<file path="src/rtl/serial_rx_controller_if.sv">
// Control/handshake bundle between serial_rx_controller, its shift-register/bit-counter
// datapath and the byte consumer. master = controller side, slave = environment side.
interface serial_rx_controller_if;
  logic serI;
  logic Co;
  logic byte_ready;
  logic Init_reg;
  logic Init_cnt;
  logic en_reg;
  logic Inc_cnt;
  logic byte_valid;
  logic frame_err;
  logic parity_err;
  logic busy;

  modport master (
    input  serI, Co, byte_ready,
    output Init_reg, Init_cnt, en_reg, Inc_cnt, byte_valid, frame_err, parity_err, busy
  );

  modport slave (
    output serI, Co, byte_ready,
    input  Init_reg, Init_cnt, en_reg, Inc_cnt, byte_valid, frame_err, parity_err, busy
  );
endinterface

</file>
<file path="src/rtl/serial_rx_controller.sv">
// Receive-path control FSM: start-bit detect, 8 data-bit shift, stop-bit check, valid/ready hand-off.
// Optional parity stage is compiled in with `define RX_PARITY_CHECK_EN.
module serial_rx_controller #(
  parameter int STOP_BITS  = 1,
  parameter int PARITY_ODD = 0
) (
  input logic                   clk,
  input logic                   rst,
  serial_rx_controller_if.master rx
);

  typedef enum logic [2:0] {
    IDLE  = 3'd0,
    SHIFT = 3'd1,
    STOP1 = 3'd2,
    STOP2 = 3'd3,
    DONE  = 3'd4,
    BREAK = 3'd5
`ifdef RX_PARITY_CHECK_EN
    , PARITY = 3'd6
`endif
  } state_e;

  state_e state;
  state_e nxt;
  logic   frame_hit;
  logic   parity_hit;

  logic init_q;
  logic shift_q;
  logic valid_q;
  logic busy_q;
  logic frame_q;

`ifdef RX_PARITY_CHECK_EN
  localparam logic PAR_SENSE = (PARITY_ODD != 0);
  logic par_acc;
  logic parity_q;
`endif

  // NOTE: every combinational output gets a default first, so no path through the case can infer a latch.
  always_comb begin
    nxt        = state;
    frame_hit  = 1'b0;
    parity_hit = 1'b0;
    unique case (state)
      IDLE: begin
        if (!rx.serI) nxt = SHIFT;
      end
      SHIFT: begin
        // Co marks the cycle in which the 8th data bit is being shifted in.
        if (rx.Co) begin
`ifdef RX_PARITY_CHECK_EN
          nxt = PARITY;
`else
          nxt = STOP1;
`endif
        end
      end
`ifdef RX_PARITY_CHECK_EN
      PARITY: begin
        if ((par_acc ^ rx.serI) != PAR_SENSE) begin
          parity_hit = 1'b1;
          if (rx.serI) nxt = IDLE;
          else         nxt = BREAK;
        end else begin
          nxt = STOP1;
        end
      end
`endif
      STOP1, STOP2: begin
        if (!rx.serI) begin
          frame_hit = 1'b1;
          nxt       = BREAK;
        end else if (state == STOP1 && STOP_BITS == 2) begin
          nxt = STOP2;
        end else begin
          nxt = DONE;
        end
      end
      DONE: begin
        if (rx.byte_ready) nxt = IDLE;
      end
      BREAK: begin
        // A line held low after an error must return high before a new start bit counts.
        if (rx.serI) nxt = IDLE;
      end
      default: nxt = IDLE;
    endcase
  end

  // Outputs are registered from the next state, so each one is a pure function of the
  // state register in the cycle it is visible; the error pulses ride along for one cycle.
  // NOTE: sequential state uses non-blocking assignments so every flop samples pre-edge values.
  always_ff @(posedge clk or posedge rst) begin
    if (rst) begin
      state   <= IDLE;
      init_q  <= 1'b1;
      shift_q <= 1'b0;
      valid_q <= 1'b0;
      busy_q  <= 1'b0;
      frame_q <= 1'b0;
    end else begin
      state   <= nxt;
      init_q  <= (nxt == IDLE);
      shift_q <= (nxt == SHIFT);
      valid_q <= (nxt == DONE);
      busy_q  <= (nxt != IDLE);
      frame_q <= frame_hit;
    end
  end

`ifdef RX_PARITY_CHECK_EN
  always_ff @(posedge clk or posedge rst) begin
    if (rst) begin
      par_acc  <= 1'b0;
      parity_q <= 1'b0;
    end else begin
      parity_q <= parity_hit;
      if (state == IDLE)       par_acc <= 1'b0;
      else if (state == SHIFT) par_acc <= par_acc ^ rx.serI;
    end
  end

  assign rx.parity_err = parity_q;
`else
  assign rx.parity_err = 1'b0;
`endif

  assign rx.Init_reg   = init_q;
  assign rx.Init_cnt   = init_q;
  assign rx.en_reg     = shift_q;
  assign rx.Inc_cnt    = shift_q;
  assign rx.byte_valid = valid_q;
  assign rx.busy       = busy_q;
  assign rx.frame_err  = frame_q;

  // Clearing and shifting/counting the datapath in the same cycle would corrupt the byte.
  a_no_clear_and_shift : assert property (@(posedge clk) disable iff (rst)
    !((rx.Init_reg || rx.Init_cnt) && (rx.en_reg || rx.Inc_cnt)));

  a_legal_params : assert property (@(posedge clk)
    (STOP_BITS == 1 || STOP_BITS == 2) && (PARITY_ODD == 0 || PARITY_ODD == 1));

endmodule

</file>
<file path="src/flat_wrapper.sv">
// flat-port wrapper written by rule: the top's interface ports become plain ports
module serial_rx_controller_flat 
#(
  parameter int STOP_BITS  = 1,
  parameter int PARITY_ODD = 0
)
  (clk, rst, rx_serI, rx_Co, rx_byte_ready, rx_Init_reg, rx_Init_cnt, rx_en_reg, rx_Inc_cnt, rx_byte_valid, rx_frame_err, rx_parity_err, rx_busy);
  serial_rx_controller_if rx_i ();
  input logic clk;
  input logic rst;
  input wire logic [$bits(rx_i.serI)-1:0] rx_serI;
  input wire logic [$bits(rx_i.Co)-1:0] rx_Co;
  input wire logic [$bits(rx_i.byte_ready)-1:0] rx_byte_ready;
  output wire logic [$bits(rx_i.Init_reg)-1:0] rx_Init_reg;
  output wire logic [$bits(rx_i.Init_cnt)-1:0] rx_Init_cnt;
  output wire logic [$bits(rx_i.en_reg)-1:0] rx_en_reg;
  output wire logic [$bits(rx_i.Inc_cnt)-1:0] rx_Inc_cnt;
  output wire logic [$bits(rx_i.byte_valid)-1:0] rx_byte_valid;
  output wire logic [$bits(rx_i.frame_err)-1:0] rx_frame_err;
  output wire logic [$bits(rx_i.parity_err)-1:0] rx_parity_err;
  output wire logic [$bits(rx_i.busy)-1:0] rx_busy;
  assign rx_i.serI = rx_serI;
  assign rx_i.Co = rx_Co;
  assign rx_i.byte_ready = rx_byte_ready;
  assign rx_Init_reg = rx_i.Init_reg;
  assign rx_Init_cnt = rx_i.Init_cnt;
  assign rx_en_reg = rx_i.en_reg;
  assign rx_Inc_cnt = rx_i.Inc_cnt;
  assign rx_byte_valid = rx_i.byte_valid;
  assign rx_frame_err = rx_i.frame_err;
  assign rx_parity_err = rx_i.parity_err;
  assign rx_busy = rx_i.busy;
  serial_rx_controller #(.STOP_BITS(STOP_BITS), .PARITY_ODD(PARITY_ODD)) u_core (.clk(clk), .rst(rst), .rx(rx_i));
endmodule
</file>
<file path="config.mk">
export PLATFORM = sky130hd
export DESIGN_NAME = serial_rx_controller_flat
export DESIGN_NICKNAME = d
export VERILOG_FILES = /design/src/rtl/serial_rx_controller_if.sv /design/src/rtl/serial_rx_controller.sv /design/src/flat_wrapper.sv
export SDC_FILE = /design/constraint.sdc
export NUM_CORES = 1
export LEC_CHECK = 0
export CORE_AREA = 2 2 39 41
export DETAILED_ROUTE_END_ITERATION = 10
export DIE_AREA = 0 0 41 43
export SYNTH_ARGS = -nofsm -noshare
export SYNTH_HDL_FRONTEND = slang
export SYNTH_SLANG_ARGS = --single-unit
</file>
<file path="constraint.sdc">
create_clock -name clk -period 2.43 [get_ports clk]
set_input_delay 0.3645 -clock clk [delete_from_list [all_inputs] [get_ports clk]]
set_output_delay 0.3645 -clock clk [all_outputs]
set_load 0.01 [all_outputs]
</file>
==> impl_metrics.ini <==
[clocking]
clkTransAtPathRegs_ps = 60
numCtsBuffers = 3
post_cts_buffers = 0
postCtsHoldBufs = 0
clk_latency_ps = 260
cts.sinks = 8
htreeDepth = 1
clockRootBuffer = clkbuf_4
cts_tree = yes
cts_resized = 0
clk_path_buf_depth = 2

[floorplan]
rows = 14
die_y_um = 43
core_mm2 = 0.00138
io_pins = 13
dieArea_mm2 = 0.00176
start_util = 0.278
die_w_um = 41

[sta]
fin_setup_tns_ps = 0
max_freq_ghz = 0.604
setup_viol = 0
rsz0062_at_grt = no
min_period_over_period = 0.681
hold_viol_final = 0
maxSlewViolCount = 0
clock_skew_ps = 12.0
period_needed_ps = 1660
layout_setup_ws_ps = 774

[synth]
synth-edff-count = 0
ys_ff_latch = 8
syn_area_per_cell_um2 = 10.7
synth.most_common_cell = dfrtp_1
synth_largest_area_cell = dfrtp_1
async_flop_share = 1.00
synth_ff_type = dfrtp_1
ys_seq_area_frac = 0.523
synth_fp_nets = 41
synth.distinct_cells = 22
synthTopCellsByArea = dfrtp_1 45%, dfstp_2 6.8%, buf_4 5.8%
synthCells = 36
synth_warnings = 0
netlist_area_um2 = 385
synth_top_area_share = 0.455
synth_common_cells = 7 x dfrtp_1, 3 x a21oi_1, 3 x buf_4

[final_layout]
layout.nets = 52
fin_area_um2 = 504
drive_gt1_frac = 0.130
area_delta_synth_final_pct = 30.8
n_antenna_cell = 0

[power]
peakVddDrop_mv = 0.307
power_leakage_nw = 0.211
p_per_area_mw_per_mm2 = 1200
p_total_w = 0.000608

[drt]
wl_um = 664
drc_errors = 0
firstDrtPassIters = 4
num_vias = 279
drt_iter0_drc = 8
drt.antenna.violating_nets = 0
wire_per_inst_um = 10.7
viasPerCell = 4.50

[global_route]
antenna_found_initial = 0
grt_usage = 0.111
grt_max_degree = 10
grt_pass1_wl_um = 1170
grt_overflow_total = 0
grt_pass1_vias = 238

[critical_path]
cp_max_fo = 2
crit_buf_inv = 1
cp.arrival_ps = 1290
critPathRequiredTime_ps = 2070
crit_family = buffers and inverters
critPathSlowestCell = clkdlybuf4s50_1
critPathMaxStageDelay_ps = 530
path_class = flop to output port
worstPathCellList = clkdlybuf4s50_1
start_kind = flop
worstSetupEndpointType = output port

[placement]
dp_slack_ps = 812
io_buffers = 11
placed_area_um2 = 478
gp_congestion = 0.683

[outcome]
status = completed

[flow_run]
maxCapViolations = 0

[min_path]
hold_class = input pin to async pin
==> where the power goes <==
group	internal [W]	total (W)	switching, W
clock network	0.0000628	0.000109	0.0000457
logic	0.000148	0.000250	0.000102
registers	0.000192	0.000249	0.0000575
total	0.000402	0.000608	0.000205
==> area by class of cell <==
| cell class | count | area (um^2) |
|---|---|---|
| Clock buffer | 4 | 26.3 |
| Multi-Input combinational cell | 21 | 139 |
| Tap cell | 16 | 20.0 |
| Sequential cell | 8 | 201 |
| Fill cell | 150 | 880 |
| Inverter | 2 | 7.51 |
| Timing Repair Buffer | 11 | 110 |
==> routing by layer <==
layer	share of wire	track usage	wire (um)	vias up
met4	0.033	0.120	22	0
li1	-	-	-	143
met5	0	0	0	-
met2	0.46	0.116	305	6
met1	0.46	0.141	307	128
met3	0.042	0.0628	28	2
==> through the flow <==
step	std cells	hold slack, ps	utilization
floorplan	36	179	-
global placement	58	568	0.345
detailed placement	58	563	0.345
CTS	62	365	0.364
global route	62	370	0.364
finish	62	350	0.364
==> cell families (layout without fill, tap and decap cells) <==
group / count (synthesis) / after routing / synth area share
multiplexers: 1 / 1 / 0.0389
AND/OR/NAND/NOR: 11 / 11 / 0.166
buffers and inverters: 7 / 17 / 0.117
AO/OA/AOI/OAI: 8 / 8 / 0.146
flip-flops: 8 / 8 / 0.523
other: 1 / 1 / 0.00973
==> sequential cells by signal (all words and copies together), names as in the netlist <==
name,count
u_core.rx.Inc_cnt,1
u_core.rx.Init_cnt,1
u_core.rx.busy,1
u_core.rx.byte_valid,1
u_core.rx.frame_err,1
u_core.state,3
==> cells in the final DEF, fill, tap and decap left out, types with 2 or more instances in the layout <==
cell	instances
clkbuf_4	3
clkdlybuf4s50_1	11
nand2_1	2
nor2_1	2
inv_1	2
a21oi_1	3
nor3b_1	2
dfrtp_1	7
==> path summary, 6_finish.rpt <==
kind                               startpoint            endpoint  slack (ps)  cells past startpoint
min                                       rst     u_core.state[2]         350                      2
min reg2reg                   u_core.state[2]     u_core.state[1]         570                      1
max in group asynchronous                 rst  u_core.rx.Init_cnt        1780                      2
min in group clk              u_core.state[2]     u_core.state[1]         570                      1
max reg2reg                   u_core.state[0]     u_core.state[2]        1170                      3
max                        u_core.rx.Init_cnt         rx_Init_reg         770                      1
Note: power is estimated with default switching activity, not from simulation.
==> patch 1, RTL diff (same settings) <==
Re-encode `state_e` (6 states) as one-hot, 6 bits wide.
--- a/src/rtl/serial_rx_controller.sv
+++ b/src/rtl/serial_rx_controller.sv
@@ -11,9 +11,9 @@
 
-  typedef enum logic [2:0] {
-    IDLE  = 3'd0,
-    SHIFT = 3'd1,
-    STOP1 = 3'd2,
-    STOP2 = 3'd3,
-    DONE  = 3'd4,
-    BREAK = 3'd5
+  typedef enum logic [5:0] {
+    IDLE  = 6'b000001,
+    SHIFT = 6'b000010,
+    STOP1 = 6'b000100,
+    STOP2 = 6'b001000,
+    DONE  = 6'b010000,
+    BREAK = 6'b100000
 `ifdef RX_PARITY_CHECK_EN
Check against the original RTL: no difference found for any inputs over 10 cycles, from zero or initial values and one cycle with rst high; not proved beyond that.
==> patch 1 against the original RTL <==
  * Count of clock-buffer cells in the layout is the same
  * Maximum frequency shrank 0.42%
  * Global-route usage grew 0.78 points
  * Power grew 1.8%
  * Sequential cell count grew 3
  * Synthesized area grew 33%
  * Cell area grew 29%
  * Setup slack lost 0.0071 ns
  * Wire length grew 33%
  * Largest power group is now registers
==> patch 1: results (changes against the original RTL) <==
run_status:
  status: "finished, final reports clean"  # unchanged
route:
  wl_met2_um: 426  # was 305 um
  drtIter0Drc: 4  # was 8
  wl_per_cell_um: 11.7  # was 10.7 um
  dr_wl_met3_um: 77  # was 28 um
  first_pass_iters: 4  # unchanged
  num_vias: 386  # was 279
  met1_length_um: 370  # was 307 um
timing:
  period_share_pct: 68.4  # was 68.1%
  skew_ns: 0.00997  # was 0.0120 ns
global_route:
  grt_pass1_wl_mm: 1.40  # was 1.17 mm
  grt_max_degree: 12  # was 10
  grt_pass1_vias: 345  # was 238
  grt.total_usage_pct: 11.9  # was 11.1%
finish:
  largest_reg_flops: 6  # was 3
  regMostFlops: "u_core.state"  # unchanged
  drive_gt1_share_pct: 13.6  # was 13.0%
  final_net_count: 65  # was 52
  antenna_cells: 0  # unchanged
  nFillCells: 136  # was 150
power_and_ir_drop:
  p_leak_nw: 0.277  # was 0.211 nW
  vdd_drop_max_mv: 0.329  # was 0.307 mV
worst_setup_path:
  r2r_slack_ns: 1.09  # was 1.17 ns
  critPathTopFamily: "flip-flops"  # was buffers and inverters
  crit_slowest_cell: "dfstp_2"  # was clkdlybuf4s50_1
  r2r-start: "u_core.state[5]"  # was u_core.state[0]
  r2r-end: "u_core.rx.Init_cnt"  # was u_core.state[2]
  crit_arrival_ns: 1.30
  reg2reg_depth: 3  # unchanged
placement:
  gp_congestion: 0.741  # was 0.683
  place_hpwl_um: 662
  dp_slack_ns: 0.792  # was 0.812 ns
  placed_area_sq_um: 623  # was 478 sq um
clocking:
  h-tree-depth: 1  # unchanged
  clk_path_buf_depth: 2  # unchanged
synthesis:
  ys_types: 23  # was 22
  synthTopCellsByArea: "dfrtp_1 (44%), dfstp_2 (10%), nor4_2 (4.9%), buf_4 (4.4%), a32o_1 (3.9%)"  # was dfrtp_1 (45%), dfstp_2 (6.8%), buf_4 (5.8%), a21oi_1 (3.9%), mux2_4 (3.9%)
  seq_area_frac_synth_pct: 54.3  # was 52.3%
  synthTopCellsByCount: "dfrtp_1 (9), nor2_1 (4), buf_4 (3), inv_1 (3), nor2b_1 (3)"  # was dfrtp_1 (7), a21oi_1 (3), buf_4 (3)
-- patch 1: how the worst max path moves through the flow --
stage	to
after floorplan	u_core.rx.Init_cnt
after global placement	u_core.rx.Init_cnt
after detailed placement	u_core.rx.busy
after CTS	rx_Init_cnt
after global routing	rx_Init_cnt
final	rx_Init_cnt
-- patch 1: layer usage --
layer / vias up / GRT usage, %
met5: - / 0
met2: 17 / 17.5
met3: 2 / 3.14
met1: 183 / 15.4
li1: 184 / -
met4: 0 / 6.00
-- patch 1: power breakdown --
part           leakage (nW)  total, mW  internal [mW]  switching (mW)
clock network        0.0150      0.119         0.0632          0.0560
logic                 0.122      0.223          0.124          0.0993
registers             0.141      0.276          0.239          0.0375
-- patch 1: stage by stage --
stage | utilization, % | instances | hold WS (ns)
floorplan | - | 47 | 0.216
global placement | 45.0 | 71 | 0.525
detailed placement | 45.0 | 71 | 0.527
CTS | 46.9 | 75 | 0.398
global route | 46.9 | 75 | 0.440
finish | 46.9 | 75 | 0.391
-- patch 1: logic make-up (layout without fill, tap and decap cells) --
family	count (synthesis)	in the layout	synth area share [%]
AO/OA/AOI/OAI	10	10	15.4
XOR/XNOR	2	2	3.42
buffers and inverters	6	18	6.60
flip-flops	11	11	54.3
other	1	2	0.733
AND/OR/NAND/NOR	16	16	19.6
-- patch 1: layout make-up --
| type | count | area share (%) |
|---|---|---|
| Inverter | 3 | 1.73 |
| Sequential cell | 11 | 42.8 |
| Clock buffer | 4 | 4.05 |
| Timing Repair Buffer | 11 | 17.0 |
| Multi-Input combinational cell | 30 | 31.4 |
| Tap cell | 16 | 3.08 |
==> patch 2, RTL diff (config.mk and constraints unchanged) <==
Made on the original files. The option `RX_PARITY_CHECK_EN` is turned on by a define.
--- a/src/rtl/serial_rx_controller.sv
+++ b/src/rtl/serial_rx_controller.sv
@@ -2,2 +2,4 @@
 // Optional parity stage is compiled in with `define RX_PARITY_CHECK_EN.
+`define RX_PARITY_CHECK_EN
+
 module serial_rx_controller #(
Check against the original RTL: not equivalent (Yosys sat finds a counterexample within 4 cycles, from zero or initial values and one cycle with rst high).
==> patch 2 against the original RTL <==
  * Sequential power is 16% higher
  * Setup slack worse by 0.15 ns
  * Synthesized area is 19% higher
  * Via count is 11% higher
  * Critical path depth is 5 higher
  * Cell area is 18% higher
  * Wire length is 11% higher
  * Power is 16% higher
  * Sequential cell count is 2 higher
==> patch 2: results (changes against the original RTL) <==
synthesis:
  syn_avg_cell_area_sq_um: 11.4  # was 10.7 sq um
  seq_area_frac_synth_pct: 55.1  # was 52.3%
  yosys_warnings: 0  # unchanged
  ys_types: 24  # was 22
  synth_edf_count: 0  # unchanged
  syn_nets: 46  # was 41
  synthTopCellsByCount: "dfrtp_1 (9), inv_1 (3), nand2_1 (3), nor3_1 (3)"  # was dfrtp_1 (7), a21oi_1 (3), buf_4 (3)
  synthTopCellsByArea: "dfrtp_1 (49%), dfstp_2 (5.8%), nor3_1 (3.3%), buf_4 (3.3%), mux2_4 (3.3%)"  # was dfrtp_1 (45%), dfstp_2 (6.8%), buf_4 (5.8%), a21oi_1 (3.9%), mux2_4 (3.9%)
  ys_async_sr_fraction_pct: 100  # unchanged
worst_setup_path:
  crit_start: "rx_serI"  # was u_core.rx.Init_cnt
  crit_end: "u_core.rx.busy"  # was rx_Init_reg
  cp_max_fo: 5  # was 2
  crit_slowest_cell: "clkdlybuf4s50_1"  # unchanged
  reg2reg_depth: 4  # was 3
  r2r-start: "u_core.state[1]"  # was u_core.state[0]
  cpPeakStageDelay_ns: 0.55  # was 0.53 ns
  r2r_slack_ns: 0.75  # was 1.17 ns
  crit_arrival_ns: 1.93  # was 1.29 ns
route:
  drtIter0Drc: 1  # was 8
  wl_per_cell_um: 10.7  # about the same
  drt-vias-per-instance: 4.48  # was 4.50
  first_pass_iters: 2  # was 4
global_route:
  grt.total_usage_pct: 11.8  # was 11.1%
  antenna_found_initial: 0  # unchanged
  grt_max_degree: 11  # was 10
  grt_pass1_wl_mm: 1.34  # was 1.17 mm
  grt_pass1_vias: 311  # was 238
power_and_ir_drop:
  vdd_drop_max_mv: 0.335  # was 0.307 mV
  p_leak_nw: 0.270  # was 0.211 nW
clocking:
  ctsResizeCount: 0  # unchanged
  cts_made_buffers: 3  # unchanged
  cts_setup_buffers: 0  # unchanged
  clk_path_buf_depth: 2  # unchanged
  path_clk_slew_ns: 0.06  # about the same
  h-tree-depth: 1  # unchanged
  worstSkewPairLatency_ns: 0.26  # about the same
  root_buffer: "clkbuf_4"  # unchanged
placement:
  gp_congestion: 0.755  # was 0.683
  placed_area_sq_um: 571  # was 478 sq um
  dp_slack_ns: 0.352  # was 0.812 ns
  numPortBuffers: 12  # was 11
  dp.cells: 65  # was 58
timing:
  max_slew.worst_pin.slew_ns: 0.353
  skew_ns: 0.00987  # was 0.0120 ns
  final.min_clock_period_ns: 1.81  # was 1.66 ns
finish:
  largest_reg_flops: 3  # unchanged
  drive_gt1_share_pct: 11.3  # was 13.0%
  final_net_count: 60  # was 52
  antenna_cells: 0  # unchanged
  final_cells: 69  # was 62
  regMostFlops: "u_core.state"  # unchanged
run_status:
  status: "finished, final reports clean"  # unchanged
min_path:
  min_path_type: "input pin to asynchronous set/reset pin"  # unchanged
patch 2: how the worst min path moves through the flow:
stage / start / end / slack, ns / depth (start not counted)
floorplan: rst / u_core.par_acc / 0.20 / 1
global placement: u_core.par_acc / u_core.par_acc / 0.53 / 2
detailed placement: u_core.par_acc / u_core.par_acc / 0.51 / 2
CTS: rst / u_core.rx.frame_err / 0.38 / 2
global route: rst / u_core.rx.frame_err / 0.42 / 2
finish: rst / u_core.rx.parity_err / 0.37 / 2
patch 2: worst max-delay path, delay by kind of cell:
family,cells,cell delay [ns]
buffers and inverters,2,0.61
and+or+nand+nor,1,0.34
adders and majority gates,1,0.19
muxes,1,0.28
AOI/OAI and AO/OA,1,0.14
patch 2: layout make-up:
cell class	instances	area, sq um
fill	139	787
sequential	10	251
multi-input combinational	24	168
timing repair buffer	12	120
clock buffer	4	26.3
tap	16	20.0
inverter	3	11.3
patch 2: layer usage:
layer	global-route usage, %	share of wire, %
met5	0	0
met1	15.5	45
met3	1.57	4.1
met2	15.3	48
met4	12.0	2.6
patch 2: cells by family (layout without fill, tap and decap cells):
| kind of cell | count (synthesis) | in the layout | synth area share [%] |
|---|---|---|---|
| simple gates | 15 | 15 | 18.1 |
| mux | 2 | 2 | 5.48 |
| fa+ha+maj | 1 | 1 | 2.74 |
| flops | 10 | 10 | 55.1 |
| compound gates | 6 | 6 | 10.4 |
| buf+inv | 6 | 19 | 8.22 |
patch 2: where the power goes:
part	internal (mW)	leakage, nW	switching (mW)
sequential	0.233	0.126	0.0577
combinational	0.176	0.129	0.124
clock	0.0630	0.0150	0.0498
